### src/rtl/alu_reservation_station_if.sv
// Issue, result-broadcast and dispatch bundle of the ALU reservation station.
// master = surrounding core (issue stage, broadcast buses, ALU); slave = the station.
interface alu_reservation_station_if #(
    parameter int ROB_POS_W = 4,
    parameter int DATA_W    = 32
);
    logic                 issue_en;
    logic [ROB_POS_W-1:0] issue_rob_pos;
    logic [6:0]           issue_opcode;
    logic [2:0]           issue_funct3;
    logic                 issue_funct7;
    logic                 issue_rs1_rdy;
    logic [DATA_W-1:0]    issue_rs1_val;
    logic [ROB_POS_W-1:0] issue_rs1_tag;
    logic                 issue_rs2_rdy;
    logic [DATA_W-1:0]    issue_rs2_val;
    logic [ROB_POS_W-1:0] issue_rs2_tag;
    logic [DATA_W-1:0]    issue_imm;
    logic [DATA_W-1:0]    issue_pc;
    logic                 rs_full;

    logic                 alu_bc_en;
    logic [ROB_POS_W-1:0] alu_bc_rob_pos;
    logic [DATA_W-1:0]    alu_bc_val;
    logic                 lsb_bc_en;
    logic [ROB_POS_W-1:0] lsb_bc_rob_pos;
    logic [DATA_W-1:0]    lsb_bc_val;

    logic                 alu_en;
    logic [ROB_POS_W-1:0] alu_rob_pos;
    logic [6:0]           alu_opcode;
    logic [2:0]           alu_funct3;
    logic                 alu_funct7;
    logic [DATA_W-1:0]    alu_val1;
    logic [DATA_W-1:0]    alu_val2;
    logic [DATA_W-1:0]    alu_imm;
    logic [DATA_W-1:0]    alu_pc;

    modport master (
        output issue_en, issue_rob_pos, issue_opcode, issue_funct3, issue_funct7,
               issue_rs1_rdy, issue_rs1_val, issue_rs1_tag,
               issue_rs2_rdy, issue_rs2_val, issue_rs2_tag, issue_imm, issue_pc,
               alu_bc_en, alu_bc_rob_pos, alu_bc_val, lsb_bc_en, lsb_bc_rob_pos, lsb_bc_val,
        input  rs_full, alu_en, alu_rob_pos, alu_opcode, alu_funct3, alu_funct7,
               alu_val1, alu_val2, alu_imm, alu_pc
    );

    modport slave (
        input  issue_en, issue_rob_pos, issue_opcode, issue_funct3, issue_funct7,
               issue_rs1_rdy, issue_rs1_val, issue_rs1_tag,
               issue_rs2_rdy, issue_rs2_val, issue_rs2_tag, issue_imm, issue_pc,
               alu_bc_en, alu_bc_rob_pos, alu_bc_val, lsb_bc_en, lsb_bc_rob_pos, lsb_bc_val,
        output rs_full, alu_en, alu_rob_pos, alu_opcode, alu_funct3, alu_funct7,
               alu_val1, alu_val2, alu_imm, alu_pc
    );
endinterface

### src/rtl/alu_reservation_station.sv
// Tomasulo ALU reservation station: capture operands from ALU/LSB broadcasts, dispatch one ready entry per cycle.
// Optional RS_OLDEST_FIRST_EN: oldest ready entry wins select instead of lowest index.
module alu_reservation_station #(
    parameter int RS_SIZE   = 16,
    parameter int ROB_POS_W = 4,
    parameter int DATA_W    = 32
) (
    input  logic clk,
    input  logic rst,
    input  logic rdy,
    input  logic rollback,
    alu_reservation_station_if.slave bus
);
    localparam int IDX_W = $clog2(RS_SIZE);
    localparam int CNT_W = IDX_W + 1;

    logic [RS_SIZE-1:0]   r_busy;
    logic [RS_SIZE-1:0]   r_rs1_rdy;
    logic [RS_SIZE-1:0]   r_rs2_rdy;
    logic [RS_SIZE-1:0]   r_funct7;
    logic [DATA_W-1:0]    r_rs1_val [RS_SIZE];
    logic [DATA_W-1:0]    r_rs2_val [RS_SIZE];
    logic [ROB_POS_W-1:0] r_rs1_tag [RS_SIZE];
    logic [ROB_POS_W-1:0] r_rs2_tag [RS_SIZE];
    logic [ROB_POS_W-1:0] r_rob_pos [RS_SIZE];
    logic [6:0]           r_opcode  [RS_SIZE];
    logic [2:0]           r_funct3  [RS_SIZE];
    logic [DATA_W-1:0]    r_imm     [RS_SIZE];
    logic [DATA_W-1:0]    r_pc      [RS_SIZE];

    logic [CNT_W-1:0]     r_count;
    logic                 r_rs_full;
    logic                 r_alu_en;
    logic [ROB_POS_W-1:0] r_alu_rob_pos;
    logic [6:0]           r_alu_opcode;
    logic [2:0]           r_alu_funct3;
    logic                 r_alu_funct7;
    logic [DATA_W-1:0]    r_alu_val1;
    logic [DATA_W-1:0]    r_alu_val2;
    logic [DATA_W-1:0]    r_alu_imm;
    logic [DATA_W-1:0]    r_alu_pc;

    logic [RS_SIZE-1:0]   w_ready;
    logic [RS_SIZE-1:0]   w_rs1_rdy_wk;
    logic [RS_SIZE-1:0]   w_rs2_rdy_wk;
    logic [DATA_W-1:0]    w_rs1_val_wk [RS_SIZE];
    logic [DATA_W-1:0]    w_rs2_val_wk [RS_SIZE];

    // Per-entry wakeup: a waiting operand snoops both buses; ALU wins a double hit (tags are unique anyway).
    generate
        for (genvar gi = 0; gi < RS_SIZE; gi++) begin : g_entry
            logic w_rs1_alu_hit, w_rs1_lsb_hit, w_rs2_alu_hit, w_rs2_lsb_hit;
            assign w_rs1_alu_hit = bus.alu_bc_en && (r_rs1_tag[gi] == bus.alu_bc_rob_pos);
            assign w_rs1_lsb_hit = bus.lsb_bc_en && (r_rs1_tag[gi] == bus.lsb_bc_rob_pos);
            assign w_rs2_alu_hit = bus.alu_bc_en && (r_rs2_tag[gi] == bus.alu_bc_rob_pos);
            assign w_rs2_lsb_hit = bus.lsb_bc_en && (r_rs2_tag[gi] == bus.lsb_bc_rob_pos);
            assign w_rs1_rdy_wk[gi] = r_rs1_rdy[gi] | w_rs1_alu_hit | w_rs1_lsb_hit;
            assign w_rs2_rdy_wk[gi] = r_rs2_rdy[gi] | w_rs2_alu_hit | w_rs2_lsb_hit;
            assign w_rs1_val_wk[gi] = r_rs1_rdy[gi] ? r_rs1_val[gi] :
                                      w_rs1_alu_hit ? bus.alu_bc_val :
                                      w_rs1_lsb_hit ? bus.lsb_bc_val : r_rs1_val[gi];
            assign w_rs2_val_wk[gi] = r_rs2_rdy[gi] ? r_rs2_val[gi] :
                                      w_rs2_alu_hit ? bus.alu_bc_val :
                                      w_rs2_lsb_hit ? bus.lsb_bc_val : r_rs2_val[gi];
            assign w_ready[gi] = r_busy[gi] & r_rs1_rdy[gi] & r_rs2_rdy[gi];
        end
    endgenerate

    // Same-cycle bypass for operands arriving together with the issue.
    logic w_iss_rs1_alu_hit, w_iss_rs1_lsb_hit, w_iss_rs2_alu_hit, w_iss_rs2_lsb_hit;
    logic w_iss_rs1_rdy, w_iss_rs2_rdy;
    logic [DATA_W-1:0] w_iss_rs1_val, w_iss_rs2_val;
    assign w_iss_rs1_alu_hit = bus.alu_bc_en && (bus.issue_rs1_tag == bus.alu_bc_rob_pos);
    assign w_iss_rs1_lsb_hit = bus.lsb_bc_en && (bus.issue_rs1_tag == bus.lsb_bc_rob_pos);
    assign w_iss_rs2_alu_hit = bus.alu_bc_en && (bus.issue_rs2_tag == bus.alu_bc_rob_pos);
    assign w_iss_rs2_lsb_hit = bus.lsb_bc_en && (bus.issue_rs2_tag == bus.lsb_bc_rob_pos);
    assign w_iss_rs1_rdy = bus.issue_rs1_rdy | w_iss_rs1_alu_hit | w_iss_rs1_lsb_hit;
    assign w_iss_rs2_rdy = bus.issue_rs2_rdy | w_iss_rs2_alu_hit | w_iss_rs2_lsb_hit;
    assign w_iss_rs1_val = bus.issue_rs1_rdy ? bus.issue_rs1_val :
                           w_iss_rs1_alu_hit ? bus.alu_bc_val :
                           w_iss_rs1_lsb_hit ? bus.lsb_bc_val : '0;
    assign w_iss_rs2_val = bus.issue_rs2_rdy ? bus.issue_rs2_val :
                           w_iss_rs2_alu_hit ? bus.alu_bc_val :
                           w_iss_rs2_lsb_hit ? bus.lsb_bc_val : '0;

    logic             w_free_found;
    logic [IDX_W-1:0] w_free_idx;
    always_comb begin
        w_free_found = 1'b0;
        w_free_idx   = '0;
        for (int i = RS_SIZE - 1; i >= 0; i--) begin
            if (!r_busy[i]) begin
                w_free_found = 1'b1;
                w_free_idx   = IDX_W'(i);
            end
        end
    end

    logic             w_issue_accept;
    logic             w_sel_valid;
    logic [IDX_W-1:0] w_sel_idx;
    assign w_issue_accept = bus.issue_en && w_free_found;

`ifdef RS_OLDEST_FIRST_EN
    logic [IDX_W-1:0] r_age [RS_SIZE];
    logic [IDX_W-1:0] w_sel_age;

    // Strictly-greater compare keeps the lowest index on equal ages.
    always_comb begin
        w_sel_valid = 1'b0;
        w_sel_idx   = '0;
        w_sel_age   = '0;
        for (int i = 0; i < RS_SIZE; i++) begin
            if (w_ready[i] && (!w_sel_valid || r_age[i] > w_sel_age)) begin
                w_sel_valid = 1'b1;
                w_sel_idx   = IDX_W'(i);
                w_sel_age   = r_age[i];
            end
        end
    end

    always_ff @(posedge clk) begin
        if (rst || rollback) begin
            for (int i = 0; i < RS_SIZE; i++) r_age[i] <= '0;
        end else if (rdy) begin
            for (int i = 0; i < RS_SIZE; i++) begin
                if (w_issue_accept && w_free_idx == IDX_W'(i))
                    r_age[i] <= '0;
                else if (r_busy[i] && !(w_sel_valid && w_sel_idx == IDX_W'(i)) && r_age[i] != '1)
                    r_age[i] <= r_age[i] + IDX_W'(1);
            end
        end
    end
`else
    always_comb begin
        w_sel_valid = 1'b0;
        w_sel_idx   = '0;
        for (int i = RS_SIZE - 1; i >= 0; i--) begin
            if (w_ready[i]) begin
                w_sel_valid = 1'b1;
                w_sel_idx   = IDX_W'(i);
            end
        end
    end
`endif

    logic [CNT_W-1:0] w_count_next;
    logic             w_full_next;
    assign w_count_next = r_count + CNT_W'(w_issue_accept) - CNT_W'(w_sel_valid);
    // Flag asserts one entry early so the registered version still protects the next issue.
    assign w_full_next  = (w_count_next >= CNT_W'(RS_SIZE - 1));

    always_ff @(posedge clk) begin
        if (rst || rollback) begin
            r_busy        <= '0;
            r_count       <= '0;
            r_rs_full     <= 1'b0;
            r_alu_en      <= 1'b0;
            r_alu_rob_pos <= '0;
            r_alu_opcode  <= '0;
            r_alu_funct3  <= '0;
            r_alu_funct7  <= 1'b0;
            r_alu_val1    <= '0;
            r_alu_val2    <= '0;
            r_alu_imm     <= '0;
            r_alu_pc      <= '0;
        end else if (rdy) begin
            r_count   <= w_count_next;
            r_rs_full <= w_full_next;
            r_alu_en  <= w_sel_valid;
            if (w_sel_valid) begin
                r_alu_rob_pos <= r_rob_pos[w_sel_idx];
                r_alu_opcode  <= r_opcode[w_sel_idx];
                r_alu_funct3  <= r_funct3[w_sel_idx];
                r_alu_funct7  <= r_funct7[w_sel_idx];
                r_alu_val1    <= r_rs1_val[w_sel_idx];
                r_alu_val2    <= r_rs2_val[w_sel_idx];
                r_alu_imm     <= r_imm[w_sel_idx];
                r_alu_pc      <= r_pc[w_sel_idx];
            end
            for (int i = 0; i < RS_SIZE; i++) begin
                if (w_sel_valid && w_sel_idx == IDX_W'(i)) begin
                    r_busy[i] <= 1'b0;
                end else if (w_issue_accept && w_free_idx == IDX_W'(i)) begin
                    r_busy[i]    <= 1'b1;
                    r_rob_pos[i] <= bus.issue_rob_pos;
                    r_opcode[i]  <= bus.issue_opcode;
                    r_funct3[i]  <= bus.issue_funct3;
                    r_funct7[i]  <= bus.issue_funct7;
                    r_imm[i]     <= bus.issue_imm;
                    r_pc[i]      <= bus.issue_pc;
                    r_rs1_rdy[i] <= w_iss_rs1_rdy;
                    r_rs1_val[i] <= w_iss_rs1_val;
                    r_rs1_tag[i] <= bus.issue_rs1_tag;
                    r_rs2_rdy[i] <= w_iss_rs2_rdy;
                    r_rs2_val[i] <= w_iss_rs2_val;
                    r_rs2_tag[i] <= bus.issue_rs2_tag;
                end else if (r_busy[i]) begin
                    r_rs1_rdy[i] <= w_rs1_rdy_wk[i];
                    r_rs1_val[i] <= w_rs1_val_wk[i];
                    r_rs2_rdy[i] <= w_rs2_rdy_wk[i];
                    r_rs2_val[i] <= w_rs2_val_wk[i];
                end
            end
        end
    end

    assign bus.rs_full     = r_rs_full;
    assign bus.alu_en      = r_alu_en;
    assign bus.alu_rob_pos = r_alu_rob_pos;
    assign bus.alu_opcode  = r_alu_opcode;
    assign bus.alu_funct3  = r_alu_funct3;
    assign bus.alu_funct7  = r_alu_funct7;
    assign bus.alu_val1    = r_alu_val1;
    assign bus.alu_val2    = r_alu_val2;
    assign bus.alu_imm     = r_alu_imm;
    assign bus.alu_pc      = r_alu_pc;
endmodule

### src/flat_wrapper.sv
// flat-port wrapper written by rule: the top's interface ports become plain ports
module alu_reservation_station_flat 
#(
    parameter int RS_SIZE   = 16,
    parameter int ROB_POS_W = 4,
    parameter int DATA_W    = 32
)
  (clk, rst, rdy, rollback, bus_issue_en, bus_issue_rob_pos, bus_issue_opcode, bus_issue_funct3, bus_issue_funct7, bus_issue_rs1_rdy, bus_issue_rs1_val, bus_issue_rs1_tag, bus_issue_rs2_rdy, bus_issue_rs2_val, bus_issue_rs2_tag, bus_issue_imm, bus_issue_pc, bus_alu_bc_en, bus_alu_bc_rob_pos, bus_alu_bc_val, bus_lsb_bc_en, bus_lsb_bc_rob_pos, bus_lsb_bc_val, bus_rs_full, bus_alu_en, bus_alu_rob_pos, bus_alu_opcode, bus_alu_funct3, bus_alu_funct7, bus_alu_val1, bus_alu_val2, bus_alu_imm, bus_alu_pc);
  alu_reservation_station_if #(.ROB_POS_W(ROB_POS_W), .DATA_W(DATA_W)) bus_i ();
  input  logic clk;
  input  logic rst;
  input  logic rdy;
  input  logic rollback;
  input wire logic [$bits(bus_i.issue_en)-1:0] bus_issue_en;
  input wire logic [$bits(bus_i.issue_rob_pos)-1:0] bus_issue_rob_pos;
  input wire logic [$bits(bus_i.issue_opcode)-1:0] bus_issue_opcode;
  input wire logic [$bits(bus_i.issue_funct3)-1:0] bus_issue_funct3;
  input wire logic [$bits(bus_i.issue_funct7)-1:0] bus_issue_funct7;
  input wire logic [$bits(bus_i.issue_rs1_rdy)-1:0] bus_issue_rs1_rdy;
  input wire logic [$bits(bus_i.issue_rs1_val)-1:0] bus_issue_rs1_val;
  input wire logic [$bits(bus_i.issue_rs1_tag)-1:0] bus_issue_rs1_tag;
  input wire logic [$bits(bus_i.issue_rs2_rdy)-1:0] bus_issue_rs2_rdy;
  input wire logic [$bits(bus_i.issue_rs2_val)-1:0] bus_issue_rs2_val;
  input wire logic [$bits(bus_i.issue_rs2_tag)-1:0] bus_issue_rs2_tag;
  input wire logic [$bits(bus_i.issue_imm)-1:0] bus_issue_imm;
  input wire logic [$bits(bus_i.issue_pc)-1:0] bus_issue_pc;
  input wire logic [$bits(bus_i.alu_bc_en)-1:0] bus_alu_bc_en;
  input wire logic [$bits(bus_i.alu_bc_rob_pos)-1:0] bus_alu_bc_rob_pos;
  input wire logic [$bits(bus_i.alu_bc_val)-1:0] bus_alu_bc_val;
  input wire logic [$bits(bus_i.lsb_bc_en)-1:0] bus_lsb_bc_en;
  input wire logic [$bits(bus_i.lsb_bc_rob_pos)-1:0] bus_lsb_bc_rob_pos;
  input wire logic [$bits(bus_i.lsb_bc_val)-1:0] bus_lsb_bc_val;
  output wire logic [$bits(bus_i.rs_full)-1:0] bus_rs_full;
  output wire logic [$bits(bus_i.alu_en)-1:0] bus_alu_en;
  output wire logic [$bits(bus_i.alu_rob_pos)-1:0] bus_alu_rob_pos;
  output wire logic [$bits(bus_i.alu_opcode)-1:0] bus_alu_opcode;
  output wire logic [$bits(bus_i.alu_funct3)-1:0] bus_alu_funct3;
  output wire logic [$bits(bus_i.alu_funct7)-1:0] bus_alu_funct7;
  output wire logic [$bits(bus_i.alu_val1)-1:0] bus_alu_val1;
  output wire logic [$bits(bus_i.alu_val2)-1:0] bus_alu_val2;
  output wire logic [$bits(bus_i.alu_imm)-1:0] bus_alu_imm;
  output wire logic [$bits(bus_i.alu_pc)-1:0] bus_alu_pc;
  assign bus_i.issue_en = bus_issue_en;
  assign bus_i.issue_rob_pos = bus_issue_rob_pos;
  assign bus_i.issue_opcode = bus_issue_opcode;
  assign bus_i.issue_funct3 = bus_issue_funct3;
  assign bus_i.issue_funct7 = bus_issue_funct7;
  assign bus_i.issue_rs1_rdy = bus_issue_rs1_rdy;
  assign bus_i.issue_rs1_val = bus_issue_rs1_val;
  assign bus_i.issue_rs1_tag = bus_issue_rs1_tag;
  assign bus_i.issue_rs2_rdy = bus_issue_rs2_rdy;
  assign bus_i.issue_rs2_val = bus_issue_rs2_val;
  assign bus_i.issue_rs2_tag = bus_issue_rs2_tag;
  assign bus_i.issue_imm = bus_issue_imm;
  assign bus_i.issue_pc = bus_issue_pc;
  assign bus_i.alu_bc_en = bus_alu_bc_en;
  assign bus_i.alu_bc_rob_pos = bus_alu_bc_rob_pos;
  assign bus_i.alu_bc_val = bus_alu_bc_val;
  assign bus_i.lsb_bc_en = bus_lsb_bc_en;
  assign bus_i.lsb_bc_rob_pos = bus_lsb_bc_rob_pos;
  assign bus_i.lsb_bc_val = bus_lsb_bc_val;
  assign bus_rs_full = bus_i.rs_full;
  assign bus_alu_en = bus_i.alu_en;
  assign bus_alu_rob_pos = bus_i.alu_rob_pos;
  assign bus_alu_opcode = bus_i.alu_opcode;
  assign bus_alu_funct3 = bus_i.alu_funct3;
  assign bus_alu_funct7 = bus_i.alu_funct7;
  assign bus_alu_val1 = bus_i.alu_val1;
  assign bus_alu_val2 = bus_i.alu_val2;
  assign bus_alu_imm = bus_i.alu_imm;
  assign bus_alu_pc = bus_i.alu_pc;
  alu_reservation_station #(.RS_SIZE(RS_SIZE), .ROB_POS_W(ROB_POS_W), .DATA_W(DATA_W)) u_core (.clk(clk), .rst(rst), .rdy(rdy), .rollback(rollback), .bus(bus_i));
endmodule
### config.mk
export PLATFORM = sky130hd
export DESIGN_NAME = alu_reservation_station_flat
export DESIGN_NICKNAME = d
export VERILOG_FILES = /design/src/rtl/alu_reservation_station_if.sv /design/src/rtl/alu_reservation_station.sv /design/src/flat_wrapper.sv
export SDC_FILE = /design/constraint.sdc
export NUM_CORES = 2
export LEC_CHECK = 0
export ABC_CLOCK_PERIOD_IN_PS = 17700
export BUFFER_PORTS_ARGS = -buffer_cell sky130_fd_sc_hd__buf_2
export CORE_MARGIN = 2
export CORE_UTILIZATION = 45
export CTS_CLUSTER_SIZE = 12
export DETAILED_ROUTE_END_ITERATION = 7
export HOLD_SLACK_MARGIN = 0.08
export SETUP_SLACK_MARGIN = 0.5
export SYNTH_ARGS = -nofsm -noshare
export SYNTH_HDL_FRONTEND = slang
export SYNTH_SLANG_ARGS = --single-unit
### constraint.sdc
create_clock -name clk -period 17.7 [get_ports clk]
set_clock_uncertainty 0.15 [all_clocks]
set_input_delay 3.54 -clock clk [delete_from_list [all_inputs] [get_ports clk]]
set_output_delay 3.54 -clock clk [all_outputs]
set_load 0.1 [all_outputs]
# Word level (Yosys, flattened, before mapping)
# Memories as Yosys holds them, arrays and structs flattened. A register that Yosys moved wholly into a read port is not among the register bits.
# Index checks and enable logic that the tools add are counted.
[word_totals]
register_bits = 72
ram_bits = 2400
out_inout_bits = 145
word_cells = 1501
memories = 9
[mem_list]
columns = ["name", "depth", "word_bits", "read_ports", "rd_ports_with_merged_regs", "wr", "line", "rtl"]
rows = [
  ["u_core.r_imm", 16, 32, 1, 1, 1, "alu_reservation_station.sv:28", "logic [DATA_W-1:0] r_imm [RS_SIZE];"],
  ["u_core.r_pc", 16, 32, 1, 1, 1, "alu_reservation_station.sv:29", "logic [DATA_W-1:0] r_pc [RS_SIZE];"],
  ["u_core.r_rs1_val", 16, 32, 1, 1, 16, "alu_reservation_station.sv:21", "logic [DATA_W-1:0] r_rs1_val [RS_SIZE];"],
  ["u_core.r_rs2_val", 16, 32, 1, 1, 16, "alu_reservation_station.sv:22", "logic [DATA_W-1:0] r_rs2_val [RS_SIZE];"],
  ["u_core.r_opcode", 16, 7, 1, 1, 1, "alu_reservation_station.sv:26", "logic [6:0] r_opcode [RS_SIZE];"],
  ["u_core.r_rob_pos", 16, 4, 1, 1, 1, "alu_reservation_station.sv:25", "logic [ROB_POS_W-1:0] r_rob_pos [RS_SIZE];"],
  ["+3 memories", "n/a", "n/a", "n/a", "n/a", "n/a", "n/a", ""],
]
[classes]
n_addsub = 2
magnitude_cmp = 2
n_eq_ne = 162
n_mux = 787
n_bitwise = 149
reduce_logical = 322
[op_table]
columns = ["cell", "count"]
rows = [
  ["2-to-1 mux 32 bit", 164],
  ["OR reduction 32 bit", 30],
  ["2-to-1 mux 4 bit", 182],
  ["2-to-1 mux 1 bit", 410],
  ["equality test 4 bit", 68],
  ["OR reduction 4 bit", 45],
  ["AND reduction 4 bit", 32],
  ["2-to-1 mux 7 bit", 15],
  ["OR reduction 7 bit", 15],
  ["logical AND 1 bit", 101],
  ["OR 1 bit", 100],
  ["!= test 3 bit, second input constant", 32],
  ["AND reduction 3 bit", 32],
  ["equality test 4 bit, second input constant", 16],
  ["nonzero test 2 bit", 32],
  ["2-to-1 mux 3 bit", 15],
  ["OR reduction 3 bit", 15],
  ["AND reduction 2 bit", 17],
  ["AND 1 bit", 32],
  ["equality test 4 x 3 -> 1 bit, second input constant", 8],
  ["!= test 1 bit, second input constant", 32],
  ["NOT 1 bit", 17],
  ["equality test 4 x 2 -> 1 bit, second input constant", 4],
  ["equality test 4 x 1 -> 1 bit, second input constant", 2],
  ["other kinds (7)", 8],
]

# Depth between registers and ports, before layout
[logic_depth]
ltp_word = 40
depth_mapped = 17
depth_no_buf = 16

# Worst setup path before layout
# No wires, ideal clock.
[synth_path]
path_type = "input -> register"
from = "in bus_issue_en"
to = "mem u_core.r_funct3[11][0] (enable)"
setup_time_ps = 531
arrival_time_ps = 8394
t_required_ps = 17019
path_slack_ps = 8624
path_stages = 4
n_path_buf = 0
cell_sequence = "nand3_1 nor4b_1 nand3_1 nor2_1"
[synth_via]
elab_chain_cells = 23
elab_cells_between_ends = 142
cone_classes = "mux (110); reduce/logical (32)"
[synth_lines]
columns = ["element", "line", "rtl"]
rows = [
  ["from (decl)", "flat_wrapper.sv:14", "input wire logic [$bits(bus_i.issue_en)-1:0] bus_issue_en;"],
  ["logical AND 1 bit (*)", "alu_reservation_station.sv:102", "assign w_issue_accept = bus.issue_en && w_free_found;"],
  ["logical AND 1 bit", "alu_reservation_station.sv:184", "end else if (w_issue_accept && w_free_idx == IDX_W'(i)) begin"],
  ["2-to-1 mux 1 bit", "alu_reservation_station.sv:184", ""],
  ["2-to-1 mux 1 bit", "alu_reservation_station.sv:182", "if (w_sel_valid && w_sel_idx == IDX_W'(i)) begin"],
  ["2-to-1 mux 1 bit", "alu_reservation_station.sv:167", "end else if (rdy) begin"],
  ["2-to-1 mux 1 bit", "alu_reservation_station.sv:154", "if (rst || rollback) begin"],
  ["2-to-1 mux 1 bit (not written as such)", "alu_reservation_station.sv:188", "r_funct3[i] <= bus.issue_funct3;"],
  ["OR reduction 3 bit (no source line)", "n/a", ""],
  ["2-to-1 mux 4 bit (no source line) or 2-to-1 mux 1 bit (tied branches) (15 in a row)", "n/a", ""],
  ["to (decl)", "alu_reservation_station.sv:27", "logic [2:0] r_funct3 [RS_SIZE];"],
]
# Mark *: on every way between the ends. The rest lies on a longest branch, timed or not.

==> flow_metrics.tcl <==
set metrics [dict create \
    grt_usage_pct 33.4 \
    power_per_cell_area_nw_per_um2 97.5 \
    antenna_found_initial 35 \
    met2WireLength_mm 216 \
    ys.flop_type "edfxtp_1" \
    drt_wl_total_mm 476 \
    hpwlAfterDp_mm 268 \
    rows 191 \
    layout-drive-gt1-share_pct 14.1 \
    holdWs_ns 0.328 \
    synth_cell_types 72 \
    ir_worst_vdd_mv 0.0816 \
    critPathLaunchType "input pin" \
    clock_sinks 2614 \
    max_freq_ghz 0.136 \
    wl_met1_mm 180 \
    hold_violations 0 \
    seqCellArea_um2 76800 \
    clockPowerShare_pct 44.1 \
    insertion_delay_ns 0.98 \
    nFillCells 23300 \
    multi_input_area_um2 42100 \
    finalSetupViolCount 0 \
    wl_per_cell_um 34.8 \
    tns_ns 0 \
    holdCritPathClass "reg -> reg" \
    p_comb_share_pct 5.2 \
    cts_resized 0 \
    async_flop_share_pct 0 \
    die_area_um2 276000 \
    synth-seq-area-share_pct 62.8 \
    p_int_w 0.0104 \
    ios 377 \
    die_x_um 525 \
    drc 0 \
    violations "max-capacitance violations, max-slew violations" \
    syn_area_um2 122000 \
    vias 90300 \
    cts_root_buffer "clkbuf_16" \
    synth_nets 10200 \
    yosys.area.top_type "edfxtp_1" \
    synth-edff-count 2448 \
    seqPwrFrac_pct 50.8 \
    drtAntennaViolNets 0 \
    areaGrowthSynthToFinish_pct 11.9 \
    grt_pass1_vias 86900 \
    port_buffers 376 \
    die_y_um 525 \
    status "finished with violations" \
    drt-initial-drc-count 13100 \
    ctsHoldBuffers 0 \
    switching_share_pct 22.3 \
    worst_slew_pin_slew_ns 1.51 \
    setup.worst_path.end_class "flop" \
    cap_viol_max_count 1 \
    clk_pin_slew_worst_paths_ns 0.06 \
    rsz0062_at_grt "false" \
    finalWeightedCongestion 0.962 \
    finalCritPeriodShare_pct 41.4 \
    ys.warnings.count 0 \
    clk_path_buf_depth 4 \
    nets 10100 \
    worstPathMaxFanout 65 \
    dp_cells 13100 \
    cts_setup_buffers 0 \
    dr_wl_met3_mm 52.0 \
    power.leakage_nw 44.8 \
    yosysMostFrequentCell "edfxtp_1" \
    cts_tree "yes" \
    worstPathRequired_ns 18.12 \
    crit_type "in -> reg" \
    ys_seq_elements 2614 \
    netlist_top_cells_count "edfxtp_1 (2448), nand2_1 (1459), mux2i_1 (1083)" \
    finalWorstSetupSlack_ns 10.37 \
    vias_per_cell 6.61 \
    initial_core_util_pct 45.2 \
    slew_headroom_pct -1.12 \
    netlist_instances 9937 \
    grt_max_degree 115 \
    first_pass_iters 6 \
    synth_top_cell_area_share_pct 60.1 \
    pre_cts_ws_ns 9.49 \
    slew_viol_final 17 \
    cts-buffers-inserted 304 \
    min_period_ns 7.33 \
    highest_layer "met5" \
    synth_area_per_cell_um2 12.3 \
    worstPathArrival_ns 7.75 \
    core_um2 271000 \
    grt_pass1_wl_mm 662 \
    power.switching_w 0.00298 \
    grt_overflow 0 \
    cts_htree_levels 5 \
    fin_cells 13700 \
    synth_area_leaders "edfxtp_1 (60%), mux2i_1 (8.9%), nand2_1 (4.5%), o21ai_0 (3.1%), a22oi_1 (3.0%)" \
]
[power by group through the flow]
stage                     registers, W  logic [W]  clock network (W)
final                          0.00678   0.000690            0.00588
after global routing           0.00677   0.000736            0.00614
after CTS                      0.00678   0.000672            0.00591
after detailed placement       0.00691   0.000670                  0
after global placement         0.00691   0.000648                  0
after floorplan                0.00691   0.000388                  0
[path summary, 6_finish.rpt]
| path | startpoint | cells after the start | slack (ns) | end |
|---|---|---|---|---|
| setup / recovery | bus_alu_bc_rob_pos[1] | 11 | 10.37 | u_core.r_rs2_val[13][12]$_DFFE_PP_ |
| hold / removal | u_core.r_imm[10][10]$_DFFE_PP_ | 2 | 0.33 | u_core.bus.alu_imm[10]$_SDFFE_PN0P_ |
| setup reg to reg | u_core.r_rs1_rdy[1]$_DFFE_PP_ | 10 | 11.55 | u_core.bus.alu_opcode[0]$_SDFFE_PN0P_ |
| hold reg to reg | u_core.r_imm[10][10]$_DFFE_PP_ | 2 | 0.33 | u_core.bus.alu_imm[10]$_SDFFE_PN0P_ |
[logic make-up (layout without fill, tap and decap cells)]
group / after synthesis / count (layout) / synth area share [%]
compound gates: 2719 / 2719 / 14.4
flops: 2614 / 2614 / 62.8
simple gates: 2002 / 2002 / 7.04
mux: 1211 / 1211 / 10.0
buf+inv: 1111 / 1258 / 3.73
xor+xnor: 274 / 274 / 1.96
fa+ha+maj: 6 / 6 / 0.0675
other cells: 0 / 13 / 0
[metrics by stage]
step           power [W]  area, um2  util (%)
2_1_floorplan    0.00730     122000         -
3_3_place_gp     0.00755     128000      47.3
3_5_place_dp     0.00758     128000      47.3
4_1_cts           0.0134     137000      50.6
5_1_grt           0.0136     137000      50.6
6_report          0.0133     137000      50.6
[flip-flops by register name, indices dropped and copies added, names as in the netlist, 32 cells and up]
signal / cells
u_core.bus.alu_imm: 32
u_core.bus.alu_pc: 32
u_core.bus.alu_val1: 32
u_core.bus.alu_val2: 32
u_core.r_funct3: 48
u_core.r_imm: 512
u_core.r_opcode: 112
u_core.r_pc: 512
u_core.r_rob_pos: 64
u_core.r_rs1_tag: 64
u_core.r_rs1_val: 512
u_core.r_rs2_tag: 64
u_core.r_rs2_val: 512
[layer usage]
| layer | GRT usage, % | vias up |
|---|---|---|
| met5 | 0 | - |
| met4 | 17.2 | 34 |
| met2 | 52.5 | 6038 |
| met1 | 43.5 | 45400 |
| li1 | - | 37500 |
| met3 | 7.35 | 1263 |
[final cells by class]
type                       count  share of cell area [%]
timing repair buffer         679                    3.10
antenna                       13                  0.0238
tap                         3570                    3.26
clock inverter                69                   0.323
inverter                      56                   0.168
multi-input combinational   6212                    30.7
clock buffer                 454                    6.29
sequential                  2614                    56.1
[cell usage in the layout (no fill, tap or decap), types with 32 or more instances in the layout]
master,n
clkinv_1,32
o221a_2,39
a221o_1,78
and3_1,39
o21ai_1,320
nand2_1,1445
buf_2,375
a22o_1,76
o211ai_1,34
a31oi_1,138
dfxtp_1,166
and4_1,42
clkbuf_1,114
nor3_1,37
mux2i_1,1083
edfxtp_1,2448
a21oi_1,324
xor2_1,201
nand3_1,93
nor2_1,150
a211oi_1,68
buf_4,297
xnor2_1,73
inv_1,52
mux2_2,128
o221ai_1,44
a222oi_1,32
o22a_1,74
a221oi_1,179
clkbuf_16,311
a22oi_1,489
o21ai_0,743
[critical path: stages]
cell and delay, ns:
buf_2 0.07, buf_4 0.54, xnor2_1 0.20, nand2_1 0.09, nor4_2 0.41, buf_4 0.74
a31oi_1 0.11, or4_2 0.57, buf_4 0.40, o21ai_4 0.44, buf_4 0.55
Note: power is estimated with default switching activity, not from simulation.
